--- src/rtl/custom_axi_ip_sched.sv ---
// custom_axi_ip_pkg / custom_axi_ip_sched
//
// Round-robin scheduler that shares one custom_axi_ip datapath among
// NUM_REQ requesters. Jobs are accepted one at a time, the IP is enabled
// until it reports BUSY, and the job then waits for DONE or ERROR. The
// result and an error flag go back to the requester that owns the job. A
// timeout guard ends a job with an error if the IP never completes.
//
// Ports:
//   clk_i        clock
//   rst_ni       asynchronous active-low reset
//   req_valid_i  per-requester job valid
//   req_data_i   job data, requester i at [i*DATA_WIDTH +: DATA_WIDTH]
//   req_ready_o  one-hot accept strobe (combinational, only in S_IDLE)
//   rsp_valid_o  one-hot response valid to the owning requester
//   rsp_ready_i  per-requester response ready (only the owner's bit counts)
//   rsp_data_o   result, qualified by rsp_valid_o (0 on error)
//   rsp_err_o    1 = IP ERROR or timeout
//   ip_data_o    job data to the IP
//   ip_enable_o  IP enable
//   ip_data_i    result data from the IP
//   ip_status_i  IP status (IDLE/BUSY/DONE/ERROR)
//   grant_id_o   ID of the job in flight (valid while busy_o)
//   busy_o       1 in any state other than S_IDLE
//   err_cnt_o    count of errored jobs, saturating at 8'hFF

package custom_axi_ip_pkg;
   typedef enum logic [1:0] {
      IDLE  = 2'd0,
      BUSY  = 2'd1,
      DONE  = 2'd2,
      ERROR = 2'd3
   } status_e;
endpackage

module custom_axi_ip_sched
   import custom_axi_ip_pkg::*;
#(
   parameter int NUM_REQ        = 4,
   parameter int DATA_WIDTH     = 32,
   parameter int TIMEOUT_CYCLES = 16,
   localparam int IDW           = $clog2(NUM_REQ)
) (
   input  logic                          clk_i,
   input  logic                          rst_ni,
   input  logic [NUM_REQ-1:0]            req_valid_i,
   input  logic [NUM_REQ*DATA_WIDTH-1:0] req_data_i,
   output logic [NUM_REQ-1:0]            req_ready_o,
   output logic [NUM_REQ-1:0]            rsp_valid_o,
   input  logic [NUM_REQ-1:0]            rsp_ready_i,
   output logic [DATA_WIDTH-1:0]         rsp_data_o,
   output logic                          rsp_err_o,
   output logic [DATA_WIDTH-1:0]         ip_data_o,
   output logic                          ip_enable_o,
   input  logic [DATA_WIDTH-1:0]         ip_data_i,
   input  status_e                       ip_status_i,
   output logic [IDW-1:0]                grant_id_o,
   output logic                          busy_o,
   output logic [7:0]                    err_cnt_o
);

   localparam int          TW     = $clog2(TIMEOUT_CYCLES);
   localparam int unsigned NREQ_U = NUM_REQ;

   typedef enum logic [1:0] {
      S_IDLE,
      S_LAUNCH,
      S_WAIT,
      S_RESP
   } state_e;

   state_e                state_q;
   logic [IDW-1:0]        ptr_q;
   logic [TW-1:0]         timer_q;

   logic [DATA_WIDTH-1:0] req_data_arr [NUM_REQ];
   logic                  win_found;
   logic [IDW-1:0]        win_id;
   logic [IDW-1:0]        scan_idx;
   int unsigned           scan_sum;
   logic [NUM_REQ-1:0]    id_onehot;

   for (genvar g = 0; g < NUM_REQ; g++) begin : g_unpack
      assign req_data_arr[g] = req_data_i[g*DATA_WIDTH +: DATA_WIDTH];
   end

   // Round-robin scan: first valid requester starting at ptr_q, wrapping.
   always_comb begin
      win_found = 1'b0;
      win_id    = '0;
      scan_idx  = '0;
      scan_sum  = 0;
      for (int unsigned k = 0; k < NREQ_U; k++) begin
         scan_sum = 32'(ptr_q) + k;
         if (scan_sum >= NREQ_U) begin
            scan_sum = scan_sum - NREQ_U;
         end
         scan_idx = IDW'(scan_sum);
         if (!win_found && req_valid_i[scan_idx]) begin
            win_found = 1'b1;
            win_id    = scan_idx;
         end
      end
   end

   always_comb begin
      req_ready_o = '0;
      if (state_q == S_IDLE && win_found) begin
         req_ready_o[win_id] = 1'b1;
      end
   end

   always_comb begin
      id_onehot             = '0;
      id_onehot[grant_id_o] = 1'b1;
   end

   always_ff @(posedge clk_i or negedge rst_ni) begin
      if (!rst_ni) begin
         state_q     <= S_IDLE;
         ptr_q       <= '0;
         timer_q     <= '0;
         rsp_valid_o <= '0;
         rsp_data_o  <= '0;
         rsp_err_o   <= 1'b0;
         ip_data_o   <= '0;
         ip_enable_o <= 1'b0;
         grant_id_o  <= '0;
         busy_o      <= 1'b0;
         err_cnt_o   <= '0;
      end else begin
         case (state_q)
            S_IDLE: begin
               if (win_found) begin
                  state_q     <= S_LAUNCH;
                  ip_data_o   <= req_data_arr[win_id];
                  grant_id_o  <= win_id;
                  timer_q     <= '0;
                  ip_enable_o <= 1'b1;
                  busy_o      <= 1'b1;
               end
            end

            // LAUNCH and WAIT share completion and timeout handling; they
            // differ only in whether enable is still driven.
            S_LAUNCH, S_WAIT: begin
               if (ip_status_i == DONE) begin
                  rsp_data_o  <= ip_data_i;
                  rsp_err_o   <= 1'b0;
                  rsp_valid_o <= id_onehot;
                  ip_enable_o <= 1'b0;
                  state_q     <= S_RESP;
               end else if (ip_status_i == ERROR) begin
                  rsp_data_o  <= '0;
                  rsp_err_o   <= 1'b1;
                  rsp_valid_o <= id_onehot;
                  ip_enable_o <= 1'b0;
                  state_q     <= S_RESP;
               end else if (timer_q == TW'(TIMEOUT_CYCLES - 1)) begin
                  rsp_data_o  <= '0;
                  rsp_err_o   <= 1'b1;
                  rsp_valid_o <= id_onehot;
                  ip_enable_o <= 1'b0;
                  state_q     <= S_RESP;
               end else begin
                  timer_q <= timer_q + TW'(1);
                  if (state_q == S_LAUNCH && ip_status_i == BUSY) begin
                     ip_enable_o <= 1'b0;
                     state_q     <= S_WAIT;
                  end
               end
            end

            S_RESP: begin
               if (rsp_ready_i[grant_id_o]) begin
                  rsp_valid_o <= '0;
                  busy_o      <= 1'b0;
                  state_q     <= S_IDLE;
                  ptr_q       <= (grant_id_o == IDW'(NUM_REQ - 1)) ? '0 : grant_id_o + IDW'(1);
                  if (rsp_err_o && err_cnt_o != 8'hFF) begin
                     err_cnt_o <= err_cnt_o + 8'd1;
                  end
               end
            end

            default: state_q <= S_IDLE;
         endcase
      end
   end

endmodule

--- config.mk ---
export PLATFORM = sky130hd
export DESIGN_NAME = custom_axi_ip_sched
export DESIGN_NICKNAME = d
export VERILOG_FILES = /design/src/rtl/custom_axi_ip_sched.sv
export SDC_FILE = /design/constraint.sdc
export NUM_CORES = 1
export LEC_CHECK = 0
export BUFFER_PORTS_ARGS = -buffer_cell sky130_fd_sc_hd__buf_2
export CAP_MARGIN = 20
export CORE_ASPECT_RATIO = 1.1
export CORE_MARGIN = 8
export CORE_UTILIZATION = 48
export DETAILED_ROUTE_END_ITERATION = 10
export PLACE_DENSITY = 0.95
export SYNTH_ARGS = -nofsm -noshare
export SYNTH_HDL_FRONTEND = slang
export SYNTH_SLANG_ARGS = --single-unit
--- constraint.sdc ---
create_clock -name clk_i -period 2.6 [get_ports clk_i]
set_input_delay 0.26 -clock clk_i [delete_from_list [all_inputs] [get_ports clk_i]]
set_output_delay 0.26 -clock clk_i [all_outputs]
set_load 0.02 [all_outputs]
; Word level (Yosys, flattened, before mapping)
; Cells that the tools add are included.
[word_totals]
register_bits = 89
in_bits = 172
out_inout_bits = 85
[op_classes]
addsub = 10
order_cmp = 13
n_eq_ne = 16
mux = 62
bitwise_logic = 1
n_reduce_logical = 26
[op_table]
columns = cell, n
row1 = 2-to-1 mux 32 bit, 5
row2 = binary-select mux 32 bit (select 2 bit), 1
row3 = 2-to-1 mux 4 bit, 9
row4 = 2-to-1 mux 2 bit, 15
row5 = 2-to-1 mux 1 bit, 20
row6 = "less-than comparator 2 x 3 -> 1 bit, second input constant", 6
row7 = one-hot mux 4 bit (2 select lines), 2
row8 = AND reduction 3 bit, 5
row9 = "greater-or-equal comparator 3 bit, second input constant", 4
row10 = binary-select mux 1 bit (select 2 bit), 5
row11 = "equality test 2 bit, second input constant", 5
row12 = "!= test 2 bit, second input constant", 5
row13 = "adder 8 x 1 -> 8 bit, second input constant", 1
row14 = logical AND 1 bit, 8
row15 = "!= test 8 bit, second input constant", 1
row16 = "subtractor 2 x 1 -> 2 bit, second input constant", 4
row17 = "adder 2 x 2 -> 3 bit, second input constant", 2
row18 = one-hot mux 2 bit (3 select lines), 1
row19 = AND reduction 2 bit, 3
row20 = nonzero test 2 bit, 3
row21 = "!= test 5 bit, second input constant", 1
row22 = AND reduction 5 bit, 1
row23 = "adder 4 x 1 -> 4 bit, second input constant", 1
row24 = demux 1 bit (select 2 bit), 2
row25 = other kinds (13), 18

; Logic depth before layout (Yosys ltp)
[logic_depth]
depth_word = 19
mapped_depth = 8
depth_no_buf = 7

; Worst setup path after synthesis
; Ideal clock, no wire load.
[synth_timing]
path_kind = flip-flop to output port
start = register state_q[0]
end = output port req_ready_o[1]
arrival_ns = 1.581
setup_slack_ns = 0.759
path_stages_with_launch = 7
path_cell_list = dfrtp_1 -> inv_1 -> ha_1 -> nand2b_1 -> buf_2 -> or3_1 -> nor2_1
[synth_via]
elab_chain_len = 3
[synth_lines]
columns = element, line
row1 = "start, declared", 72  ; state_e state_q;
row2 = "start signal, assigned", 120  ; state_q <= S_IDLE;
row3 = "start signal, assigned", 135  ; state_q <= S_LAUNCH;
row4 = "start signal, assigned", 152  ; state_q <= S_RESP;
row5 = zero test 2 bit, 108  ; if (state_q == S_IDLE && win_found) begin
row6 = logical AND 1 bit, 108
row7 = 2-to-1 mux 4 bit, 108
row8 = "end, declared", 48  ; output logic [NUM_REQ-1:0] req_ready_o,
; No other way between the ends.

; Worst setup path in the final report
[layout_timing]
start = register state_q[0]
end = output port req_ready_o[2]
; Same word-level chain as after synthesis.

==> impl_results.md <==
- CP required: 2.34 ns
- Post-synth top area share: 48.89%
- H-tree levels: 3
- Flop pwr share: 33.6%
- Ys Warns: 0
- Comb power frac: 53.2%
- HP Class: input pin to register
- DR vias: 4312
- Synth area leader: dfrtp_1
- Crit end category: output port
- Worst-path maximum fanout: 7
- EDFF count, synth: 0
- Pwr dens: 1188 nW/µm²
- Row Count: 37
- Slew headroom: 56.61%
- Final hold viol count: 0
- #FFs+latches synth: 89
- Dominant synthesized flop cell: dfrtp_1
- Total iterations of the first detailed-routing run: 4
- Final min period: 2.233 ns
- DR WL/cell: 20.07 µm
- Worst Skew: 0.01321 ns
- Sequential fraction of the synthesis area: 48.89%
- CTS Buffer Depth: 2
- Starting Density: 48.96%
- I/O pin cnt: 257
- Number of global-route vias before repair: 4669
- Leakage: 3.376 nW
- Sink Count: 89
- Nets: 829
- Post-Syn Nets: 579
- First-pass GRT wire length: 23.78 mm
- Syn Std Cell Area: 4556 µm²
- Syn_area_per_cell: 11.45 µm²
- Outcome: complete, no violations
- CTS Buf Count: 9
- RSZ-0062 raised after global routing: no
- Core Area: 9305 µm²
- Largest net degree at the start of global routing: 47
- Hold slack: 0.1215 ns
- Post-DP HPWL: 12.38 mm
- Grt ovf: 0
- Gpl congestion: 0.9687
- Initial drt markers: 272
- Layout cells sized above 1: 44.63%
- Drt total wl: 15.58 mm
- Largest cells by area after synthesis: dfrtp_1, mux2i_1, a22o_1
- Fin. max-slew vios: 0
- CTS tree: done
- Clock group share of total power: 13.2%
- PortBufs: 256
- Post-synth cell types: 43
- DRC viols: 0
- Initial antenna violation count: 9
- Worst-skew pair later-pin latency: 0.35 ns
- Worst-Margin Slew: 0.6486 ns
- Maximum vdd ir drop: 0.6947 mV
- Setup violators final: 0
- DIE HEIGHT: 118.2 µm
- Post-CTS resize count: 0
- CP Class: register to output port
- Setup TNS: 0 ns
- CTS Hold Bufs: 1
- Vias per cell: 5.557
- Fin crit share: 85.88%
- Post-Place Cells: 753
- Die span in x: 108.9 µm
- Clock transition at path regs: 0.08 ns
- Fmax: 447.9 MHz
- Layout Cells excl Fill: 776
- Max-cap violations: 0
- Tot GR Track Use: 23.35%
- Arr. time, crit path: 1.97 ns
- CTS Root Buffer Type: clkbuf_8
- Gate Count Post-Synth: 398
- Asr flop ratio synth: 100.0%
- Routed Antenna Nets: 0
- Sw power: 3.233 mW
- Crit start category: register
- Power Internal: 4.034 mW
- Setup repair bufs after CTS: 0
- Synth-to-Final Area Change: 34.30%
- Die area: 12870 µm²
- Switching portion of total power: 44.49%
==> Yosys cell counts (2+ instances only) <==
cell type	instances
or3_1	2
mux2i_1	64
nor2b_2	2
nor3b_1	2
o21ai_0	10
nand2b_1	9
nand3_1	5
a22o_1	32
clkbuf_1	5
xor2_1	3
nor2_1	15
ha_1	9
buf_2	6
buf_1	4
nand2_1	54
nand4_1	2
buf_6	11
xnor2_1	6
o221ai_1	32
nor2b_1	3
dfrtp_1	89
a21oi_1	6
inv_1	7
==> layout make-up <==
cell class              instances  area [µm²]
fillers                       740        3187
clock buffers                  13       158.9
multi-input cells             275        2118
clock inverters                 2       37.54
flip-flops and latches         89        2227
diodes                          7       17.52
repair buffers                266        1386
well taps                     117       146.4
inverters                       7       26.28
==> cells in the final DEF, fill, tap and decap left out, types with 2 or more instances in the layout <==
| master | instances |
|---|---|
| xnor2_1 | 6 |
| mux2i_1 | 64 |
| nor2b_2 | 2 |
| xor2_1 | 3 |
| clkbuf_8 | 11 |
| inv_1 | 7 |
| diode_2 | 7 |
| a21oi_1 | 6 |
| buf_4 | 8 |
| o21ai_0 | 10 |
| ha_1 | 9 |
| dfrtp_1 | 89 |
| nor2_1 | 15 |
| nor2b_1 | 3 |
| nand2b_1 | 9 |
| o221ai_1 | 32 |
| buf_2 | 255 |
| nor3b_1 | 2 |
| buf_12 | 2 |
| clkbuf_1 | 2 |
| a22o_1 | 32 |
| nand2_1 | 54 |
| or3_1 | 2 |
| nand4_1 | 2 |
| nand3_1 | 5 |
==> state kept, by name, summed over array words and instances, names as in the netlist <==
name         flops
rsp_data_o      32
state_q          2
rsp_err_o        1
busy_o           1
rsp_valid_o      4
timer_q          4
ptr_q            2
ip_data_o       32
err_cnt_o        8
grant_id_o       2
ip_enable_o      1
==> kinds of logic (layout without fill, tap and decap cells) <==
group                    count (synthesis)  in the layout  share of synthesized area (%)
other                                    0              7                              0
flip-flops                              89             89                          48.89
AO/OA/AOI/OAI                           91             91                          17.00
AND/OR/NAND/NOR                        100            100                          10.24
adder cells (fa/ha/maj)                  9              9                          2.472
buffers and inverters                   34            288                          4.861
multiplexers                            66             66                          14.80
XOR/XNOR                                 9              9                          1.730
==> worst paths after layout <==
kind	start	to	slack [ns]	depth (start not counted)
worst max-delay path	state_q[0]	req_ready_o[2]	0.37	6
worst min-delay path	ip_data_i[3]	rsp_data_o[3]	0.12	2
worst max register to register	ptr_q[0]	ip_data_o[19]	0.50	6
worst min register to register	rsp_valid_o[2]	rsp_valid_o[2]	0.48	2
max in group asynchronous	rst_ni	ip_enable_o	1.50	3
min in group asynchronous	rst_ni	rsp_data_o[25]	0.44	2
==> stage by stage <==
stage / utilization (%) / instance area [µm²] / power, mW / setup WS (ns)
2_1_floorplan: - / 4556 / 5.107 / 0.7590
3_3_place_gp: 63.35 / 5894 / 6.141 / 0.6172
3_5_place_dp: 63.35 / 5894 / 6.333 / 0.5476
4_1_cts: 65.56 / 6101 / 7.308 / 0.3572
5_1_grt: 65.75 / 6118 / 7.741 / 0.2074
6_report: 65.75 / 6118 / 7.266 / 0.3671
==> power by group through the flow <==
stage | clock, mW | combinational [mW] | sequential [mW]
2_1_floorplan | 0 | 2.01 | 3.09
3_3_place_gp | 0 | 3.72 | 2.42
3_5_place_dp | 0 | 3.88 | 2.45
4_1_cts | 0.989 | 3.88 | 2.44
5_1_grt | 1.04 | 4.18 | 2.52
6_report | 0.960 | 3.86 | 2.44
==> layer usage <==
| layer | GRT usage, % | vias to the layer above | share of wire (%) |
|---|---|---|---|
| met5 | 0 | - | 0.21 |
| met2 | 38.65 | 208 | 49 |
| met4 | 12.68 | 4 | 4.1 |
| li1 | - | 1982 | - |
| met3 | 7.337 | 42 | 9.1 |
| met1 | 25.91 | 2076 | 37 |
==> worst max-delay path, cell delays in order, from the launching register on <==
cell	delay, ns
dfrtp_1	0.43
inv_1	0.08
ha_1	0.28
nor2b_2	0.37
o21ai_0	0.19
nor2_1	0.11
buf_2	0.17
(Power assumes the default switching activity.)
